<file path="config.mk">
export PLATFORM = sky130hd
export DESIGN_NAME = alu_muldiv_seq_flat
export DESIGN_NICKNAME = d
export VERILOG_FILES = /design/src/rtl/alu_muldiv_seq_if.sv /design/src/rtl/alu_muldiv_seq.sv /design/src/flat_wrapper.sv
export SDC_FILE = /design/constraint.sdc
export NUM_CORES = 1
export LEC_CHECK = 0
export CORE_UTILIZATION = 65
export CTS_CLUSTER_DIAMETER = 100
export DETAILED_ROUTE_END_ITERATION = 12
export DONT_BUFFER_PORTS = 1
export PLACE_DENSITY = 0.79
export SLEW_MARGIN = 40
export SYNTH_ARGS = -nofsm -noshare
export SYNTH_HDL_FRONTEND = slang
export SYNTH_SLANG_ARGS = --single-unit
</file>
<file path="constraint.sdc">
create_clock -name clk_i -period 6.08 [get_ports clk_i]
set_input_delay 1.216 -clock clk_i [delete_from_list [all_inputs] [get_ports clk_i]]
set_output_delay 1.216 -clock clk_i [all_outputs]
set_load 0.05 [all_outputs]
</file>
<file path="src/rtl/alu_muldiv_seq_if.sv">
// Handshake/data bundle between the execute stage and the iterative
// multiply/divide unit.
//   start  - request, sampled on each rising clock edge
//   op     - 000 MULTU, 001 MULT, 010 DIVU, 011 DIV, 100 MTHI, 101 MTLO, 11x reserved
//   a, b   - multiplicand/dividend (MTHI/MTLO data), multiplier/divisor
//   flush  - abort an in-flight operation
//   busy   - operation in progress
//   done   - one-cycle pulse, hi/lo just updated
//   hi, lo - architectural HI/LO registers
interface alu_muldiv_seq_if #(
    parameter int WIDTH = 32
);
    logic             start;
    logic [2:0]       op;
    logic [WIDTH-1:0] a;
    logic [WIDTH-1:0] b;
    logic             flush;
    logic             busy;
    logic             done;
    logic [WIDTH-1:0] hi;
    logic [WIDTH-1:0] lo;

    modport master (
        output start, op, a, b, flush,
        input  busy, done, hi, lo
    );

    modport slave (
        input  start, op, a, b, flush,
        output busy, done, hi, lo
    );
endinterface

</file>
<file path="src/rtl/alu_muldiv_seq.sv">
// Iterative signed/unsigned multiply and divide unit with architectural
// HI/LO registers. One shift-add or restoring-divide step per cycle for
// WIDTH cycles, then one sign-correction cycle that writes HI/LO.
// Ports:
//   clk_i     - rising-edge clock
//   reset_ni  - synchronous, active-low reset
//   bus       - alu_muldiv_seq_if.slave (start/op/a/b/flush in,
//               busy/done/hi/lo out)
module alu_muldiv_seq #(
    parameter int WIDTH = 32
) (
    input  logic                 clk_i,
    input  logic                 reset_ni,
    alu_muldiv_seq_if.slave      bus
);

    localparam int CNT_W = $clog2(WIDTH) + 1;

    typedef enum logic [1:0] {
        S_IDLE,
        S_RUN,
        S_FIX
    } state_e;

    state_e           state_q, state_d;
    logic [CNT_W-1:0] cnt_q, cnt_d;
    logic             is_div_q, is_div_d;
    logic             neg_res_q, neg_res_d;   // negate product / quotient
    logic             neg_rem_q, neg_rem_d;   // remainder takes dividend sign
    logic             dz_q, dz_d;             // divide by zero
    // acc = product upper half / partial remainder
    // mq  = multiplier bits     / dividend bits shifting into quotient
    // opnd = multiplicand magnitude / divisor magnitude
    logic [WIDTH-1:0] acc_q, acc_d;
    logic [WIDTH-1:0] mq_q, mq_d;
    logic [WIDTH-1:0] opnd_q, opnd_d;
    logic [WIDTH-1:0] hi_q, hi_d;
    logic [WIDTH-1:0] lo_q, lo_d;
    logic             done_q, done_d;

    logic             sa, sb;
    logic [WIDTH-1:0] mag_a, mag_b;
    logic [WIDTH:0]   mul_sum;
    logic [WIDTH:0]   div_sh;
    logic [WIDTH:0]   div_diff;
    logic             div_ok;
    logic [2*WIDTH-1:0] prod;
    logic [2*WIDTH-1:0] prod_fix;
    logic [WIDTH-1:0] quot_fix;
    logic [WIDTH-1:0] rem_fix;

    // Operand sign handling (op[0] selects the signed variants)
    always_comb begin
        sa    = bus.op[0] & bus.a[WIDTH-1];
        sb    = bus.op[0] & bus.b[WIDTH-1];
        mag_a = sa ? -bus.a : bus.a;
        mag_b = sb ? -bus.b : bus.b;
    end

    // Iteration datapath and sign-correction results
    always_comb begin
        mul_sum  = {1'b0, acc_q} + (mq_q[0] ? {1'b0, opnd_q} : '0);
        div_sh   = {acc_q, mq_q[WIDTH-1]};
        div_diff = div_sh - {1'b0, opnd_q};
        div_ok   = ~div_diff[WIDTH];
        prod     = {acc_q, mq_q};
        prod_fix = neg_res_q ? -prod : prod;
        quot_fix = neg_res_q ? -mq_q : mq_q;
        rem_fix  = neg_rem_q ? -acc_q : acc_q;
    end

    always_comb begin
        state_d   = state_q;
        cnt_d     = cnt_q;
        is_div_d  = is_div_q;
        neg_res_d = neg_res_q;
        neg_rem_d = neg_rem_q;
        dz_d      = dz_q;
        acc_d     = acc_q;
        mq_d      = mq_q;
        opnd_d    = opnd_q;
        hi_d      = hi_q;
        lo_d      = lo_q;
        done_d    = 1'b0;

        case (state_q)
            S_IDLE: begin
                if (bus.start && !bus.flush) begin
                    case (bus.op)
                        3'b000, 3'b001, 3'b010, 3'b011: begin
                            state_d   = S_RUN;
                            cnt_d     = CNT_W'(WIDTH);
                            is_div_d  = bus.op[1];
                            neg_res_d = sa ^ sb;
                            neg_rem_d = sa;
                            dz_d      = bus.op[1] && (bus.b == '0);
                            acc_d     = '0;
                            mq_d      = mag_a;
                            opnd_d    = mag_b;
                        end
                        3'b100: begin
                            hi_d   = bus.a;
                            done_d = 1'b1;
                        end
                        3'b101: begin
                            lo_d   = bus.a;
                            done_d = 1'b1;
                        end
                        default: ;
                    endcase
                end
            end

            S_RUN: begin
                if (bus.flush) begin
                    state_d = S_IDLE;
                end else begin
                    if (is_div_q) begin
                        acc_d = div_ok ? div_diff[WIDTH-1:0] : div_sh[WIDTH-1:0];
                        mq_d  = {mq_q[WIDTH-2:0], div_ok};
                    end else begin
                        {acc_d, mq_d} = {mul_sum, mq_q[WIDTH-1:1]};
                    end
                    cnt_d = cnt_q - CNT_W'(1);
                    if (cnt_q == CNT_W'(1)) begin
                        state_d = S_FIX;
                    end
                end
            end

            S_FIX: begin
                if (bus.flush) begin
                    state_d = S_IDLE;
                end else begin
                    if (is_div_q) begin
                        // With a zero divisor the restoring loop leaves |a| in the
                        // remainder, so the dividend-sign fix-up returns a itself;
                        // only the quotient needs forcing to all ones.
                        lo_d = dz_q ? '1 : quot_fix;
                        hi_d = rem_fix;
                    end else begin
                        {hi_d, lo_d} = prod_fix;
                    end
                    done_d  = 1'b1;
                    state_d = S_IDLE;
                end
            end

            default: state_d = S_IDLE;
        endcase
    end

    always_ff @(posedge clk_i) begin
        if (!reset_ni) begin
            state_q   <= S_IDLE;
            cnt_q     <= '0;
            is_div_q  <= 1'b0;
            neg_res_q <= 1'b0;
            neg_rem_q <= 1'b0;
            dz_q      <= 1'b0;
            acc_q     <= '0;
            mq_q      <= '0;
            opnd_q    <= '0;
            hi_q      <= '0;
            lo_q      <= '0;
            done_q    <= 1'b0;
        end else begin
            state_q   <= state_d;
            cnt_q     <= cnt_d;
            is_div_q  <= is_div_d;
            neg_res_q <= neg_res_d;
            neg_rem_q <= neg_rem_d;
            dz_q      <= dz_d;
            acc_q     <= acc_d;
            mq_q      <= mq_d;
            opnd_q    <= opnd_d;
            hi_q      <= hi_d;
            lo_q      <= lo_d;
            done_q    <= done_d;
        end
    end

    assign bus.busy = (state_q != S_IDLE);
    assign bus.done = done_q;
    assign bus.hi   = hi_q;
    assign bus.lo   = lo_q;

endmodule

</file>
<file path="src/flat_wrapper.sv">
// flat-port wrapper written by rule: the top's interface ports become plain ports
module alu_muldiv_seq_flat 
#(
    parameter int WIDTH = 32
)
  (clk_i, reset_ni, bus_start, bus_op, bus_a, bus_b, bus_flush, bus_busy, bus_done, bus_hi, bus_lo);
  alu_muldiv_seq_if #(.WIDTH(WIDTH)) bus_i ();
  input  logic clk_i;
  input  logic reset_ni;
  input wire logic [$bits(bus_i.start)-1:0] bus_start;
  input wire logic [$bits(bus_i.op)-1:0] bus_op;
  input wire logic [$bits(bus_i.a)-1:0] bus_a;
  input wire logic [$bits(bus_i.b)-1:0] bus_b;
  input wire logic [$bits(bus_i.flush)-1:0] bus_flush;
  output wire logic [$bits(bus_i.busy)-1:0] bus_busy;
  output wire logic [$bits(bus_i.done)-1:0] bus_done;
  output wire logic [$bits(bus_i.hi)-1:0] bus_hi;
  output wire logic [$bits(bus_i.lo)-1:0] bus_lo;
  assign bus_i.start = bus_start;
  assign bus_i.op = bus_op;
  assign bus_i.a = bus_a;
  assign bus_i.b = bus_b;
  assign bus_i.flush = bus_flush;
  assign bus_busy = bus_i.busy;
  assign bus_done = bus_i.done;
  assign bus_hi = bus_i.hi;
  assign bus_lo = bus_i.lo;
  alu_muldiv_seq #(.WIDTH(WIDTH)) u_core (.clk_i(clk_i), .reset_ni(reset_ni), .bus(bus_i));
endmodule
</file>
==> run_results.csv <==
group,metric,value,unit
layout,most-common-layout-cells,"nor2_1, a21oi_1, nand2_1, dfxtp_1, o21ai_0",
clock_tree,cts_setup_buffers,0,
detailed_routing,dr.pass1.iters,6,
clock_tree,tritoncts,"built",
layout,fin_cells,2132,
yosys,synth_compound_area_share,28.38,%
yosys,synth_top_family_by_area,"compound AO/OA/AOI/OAI gates",
layout,drive_gt1_share,4.523,%
timing,period_share,69.53,%
yosys,synth-seq-cells,173,
place,routabilityCongestion,0.9768,
layout,num_antenna_cells,0,
yosys,synth-xor-area-share,10.44,%
power_and_ir_drop,p_leak,0.005513,uW
die,boundaryPins,137,
timing,slew_headroom,45.15,%
layout,fillerInstances,1843,
power_and_ir_drop,irDropWorstVdd,0.1662,mV
clock_tree,ctsHoldBuffers,0,
die,dieArea,22020,sq um
hold_path,holdPathEnd,"u_core.opnd_q[31]",
die,die_w,148.4,microns
timing,rsz0062_at_grt,"false",
detailed_routing,final_antenna_net_count,0,
place,dp_hpwl,35190,microns
setup_path,startpoint_type,"flip-flop",
timing,fmax,236.5,MHz
die,core,21020,sq um
yosys,synthMuxAreaShare,2.102,%
clock_tree,cts_root_buffer,"clkbuf_16",
global_route,grt_pass1_wl,73790,microns
clock_tree,numCtsBuffers,17,
yosys,ys_warn_count,0,
setup_path,worst_ep_arrival_time,4.55,ns
yosys,yosysSeqAreaShare,24.86,%
layout,final_common_cell,"nor2_1",
detailed_routing,wl,48180,microns
hold_path,hp-start,"u_core.opnd_q[31]",
setup_path,crit_required,6.40,ns
detailed_routing,routed-wl-met2,21730,microns
timing,tns,0,ns
clock_tree,h-tree-depth,4,
yosys,synthFlopType,"dfxtp_1",
detailed_routing,dr_wl_met3,5157,microns
detailed_routing,route.detailed.drc,0,
layout,utilization,69.44,%
yosys,synth_cells,1931,
clock_tree,insertion_delay,0.45,ns
die,fp-row-count,53,
place,place_inst,2100,
clock_tree,cts_resized,0,
setup_path,crit_type,"reg -> reg",
yosys,synthesis.nets,2074,
yosys,ys_types,75,
detailed_routing,topRoutingLayerUsed,"met4",
yosys,synth-simple-area-share,22.57,%
status,status,"finished, final reports clean",
clock_tree,clockBufferDepth,2,
setup_path,rr_startpoint,"u_core.mq_q[0]",
die,start_util,66.27,%
yosys,synth-edff-count,0,
timing,hold_viol,0,
clock_tree,cts.sinks,173,
clock_tree,clk_pin_slew_worst_paths,0.08,ns
job,maxCapViolCount,0,
global_route,track_usage,43.36,%
detailed_routing,drt_iter0_markers,1914,
yosys,ys_async_sr_fraction,0,%
layout,nets,1987,
setup_path,crit_path_end_kind,"flip-flop",
timing,worst_slew_pin_slew,0.8227,ns
hold_path,hp-class,"reg -> reg",
timing,finClkSkew,0.01232,ns
timing,finalSetupViolCount,0,
detailed_routing,num_vias,14632,
timing,hold_ws,0.4557,ns
setup_path,crit_path_max_fanout,18,
detailed_routing,post_drt_via_cell_ratio,6.863,
layout,area_growth,4.778,%
global_route,grt_max_degree,89,
setup_path,timing.rr.end,"u_core.acc_q[31]",
timing,report.final.slew_viol_count,0,
global_route,antenna_found_initial,0,
setup_path,reg2reg_setup_slack,1.85,ns
place,port_buffers,0,
detailed_routing,met1_length,18100,microns
setup_path,ff2ff_path_depth,14,
global_route,grt_pass1_vias,13310,
power_and_ir_drop,powerDensity,198.4,nW/um^2
die,die_y,148.4,microns
detailed_routing,wl_per_cell,22.60,microns
yosys,synth_area_per_cell,7.214,sq um
hold_path,hold_depth,2,
global_route,overflow,0,
yosys,synth_area,13930,sq um
yosys,synth_adder_area_share,6.574,%
timing,period_minus_slack,4.227,ns
==> through the flow <==
step	cell area, sq um	total power [uW]	setup WS [ns]
2_1_floorplan	13930	1651	2.369
6_report	14600	2896	1.853
4_1_cts	14580	2876	1.904
3_3_place_gp	13980	1781	2.068
3_5_place_dp	14010	1792	2.024
5_1_grt	14600	2980	1.709
==> critical path, stage by stage (launching register included) <==
cell      delay (ns)
dfxtp_1         0.36
inv_1           0.17
buf_4           0.26
nor2_1          0.08
ha_1            0.37
a211oi_1        0.26
nor2_1          0.09
or3b_2          0.46
o41ai_1         0.62
o21ai_0         0.23
a41o_1          0.33
or4_1           0.47
a21oi_1         0.18
a311o_1         0.14
o41ai_1         0.06
==> layer usage <==
| layer | up-vias | global-route usage, % |
|---|---|---|
| met5 | - | 0 |
| met4 | 0 | 27.68 |
| li1 | 6798 | - |
| met2 | 844 | 69.51 |
| met1 | 6809 | 52.11 |
| met3 | 181 | 10.31 |
==> cell families (layout without fill, tap and decap cells) <==
kind of cell / Yosys count / after routing
multiplexers: 29 / 29
buffers and inverters: 188 / 114
flip-flops: 173 / 173
adder cells (fa/ha/maj): 72 / 72
AND/OR/NAND/NOR: 685 / 685
XOR/XNOR: 166 / 166
AO/OA/AOI/OAI: 618 / 618
==> synthesized netlist by cell type, drive strengths merged, types with 35 or more instances <==
master | count | area, sq um
xor2 | 72 | 630.6
clkbuf | 110 | 412.9
ha | 70 | 875.8
xnor2 | 94 | 823.3
nor3 | 43 | 215.2
nand3 | 46 | 230.2
inv | 65 | 244.0
dfxtp | 173 | 3463
a211oi | 75 | 563.0
a21oi | 215 | 1076
nor2 | 247 | 927.1
o21ai | 112 | 560.5
nand2 | 200 | 753.2
o31ai | 35 | 262.8
==> power breakdown <==
part,switching (uW),internal (uW)
logic,364,196
clock network,563,546
registers,61.7,1160
total,989,1910
==> how the worst max path moves through the flow <==
stage	to	start
floorplan	u_core.mq_q[29]	bus_a[12]
global placement	u_core.acc_q[31]	u_core.mq_q[0]
detailed placement	u_core.acc_q[31]	u_core.mq_q[0]
CTS	u_core.acc_q[31]	u_core.mq_q[0]
global route	u_core.acc_q[31]	u_core.mq_q[0]
finish	u_core.acc_q[31]	u_core.mq_q[0]
==> area by class of cell <==
| class | count | area (sq um) | area share (%) |
|---|---|---|---|
| sequential | 173 | 3465 | 23.74 |
| clock inverter | 15 | 147.6 | 1.011 |
| timing repair buffer | 16 | 131.4 | 0.9001 |
| multi-input combinational | 1570 | 9833 | 67.37 |
| clock buffer | 17 | 425.4 | 2.914 |
| tap | 275 | 344.1 | 2.357 |
| inverter | 66 | 250.2 | 1.714 |
==> state kept, by name (all words and copies together), names as in the netlist, 2 cells and up <==
| register | cells |
|---|---|
| u_core.opnd_q | 32 |
| u_core.state_q | 2 |
| u_core.mq_q | 32 |
| u_core.acc_q | 32 |
| u_core.cnt_q | 6 |
| u_core.bus.hi | 32 |
| u_core.bus.lo | 32 |
(Power assumes the default switching activity.)
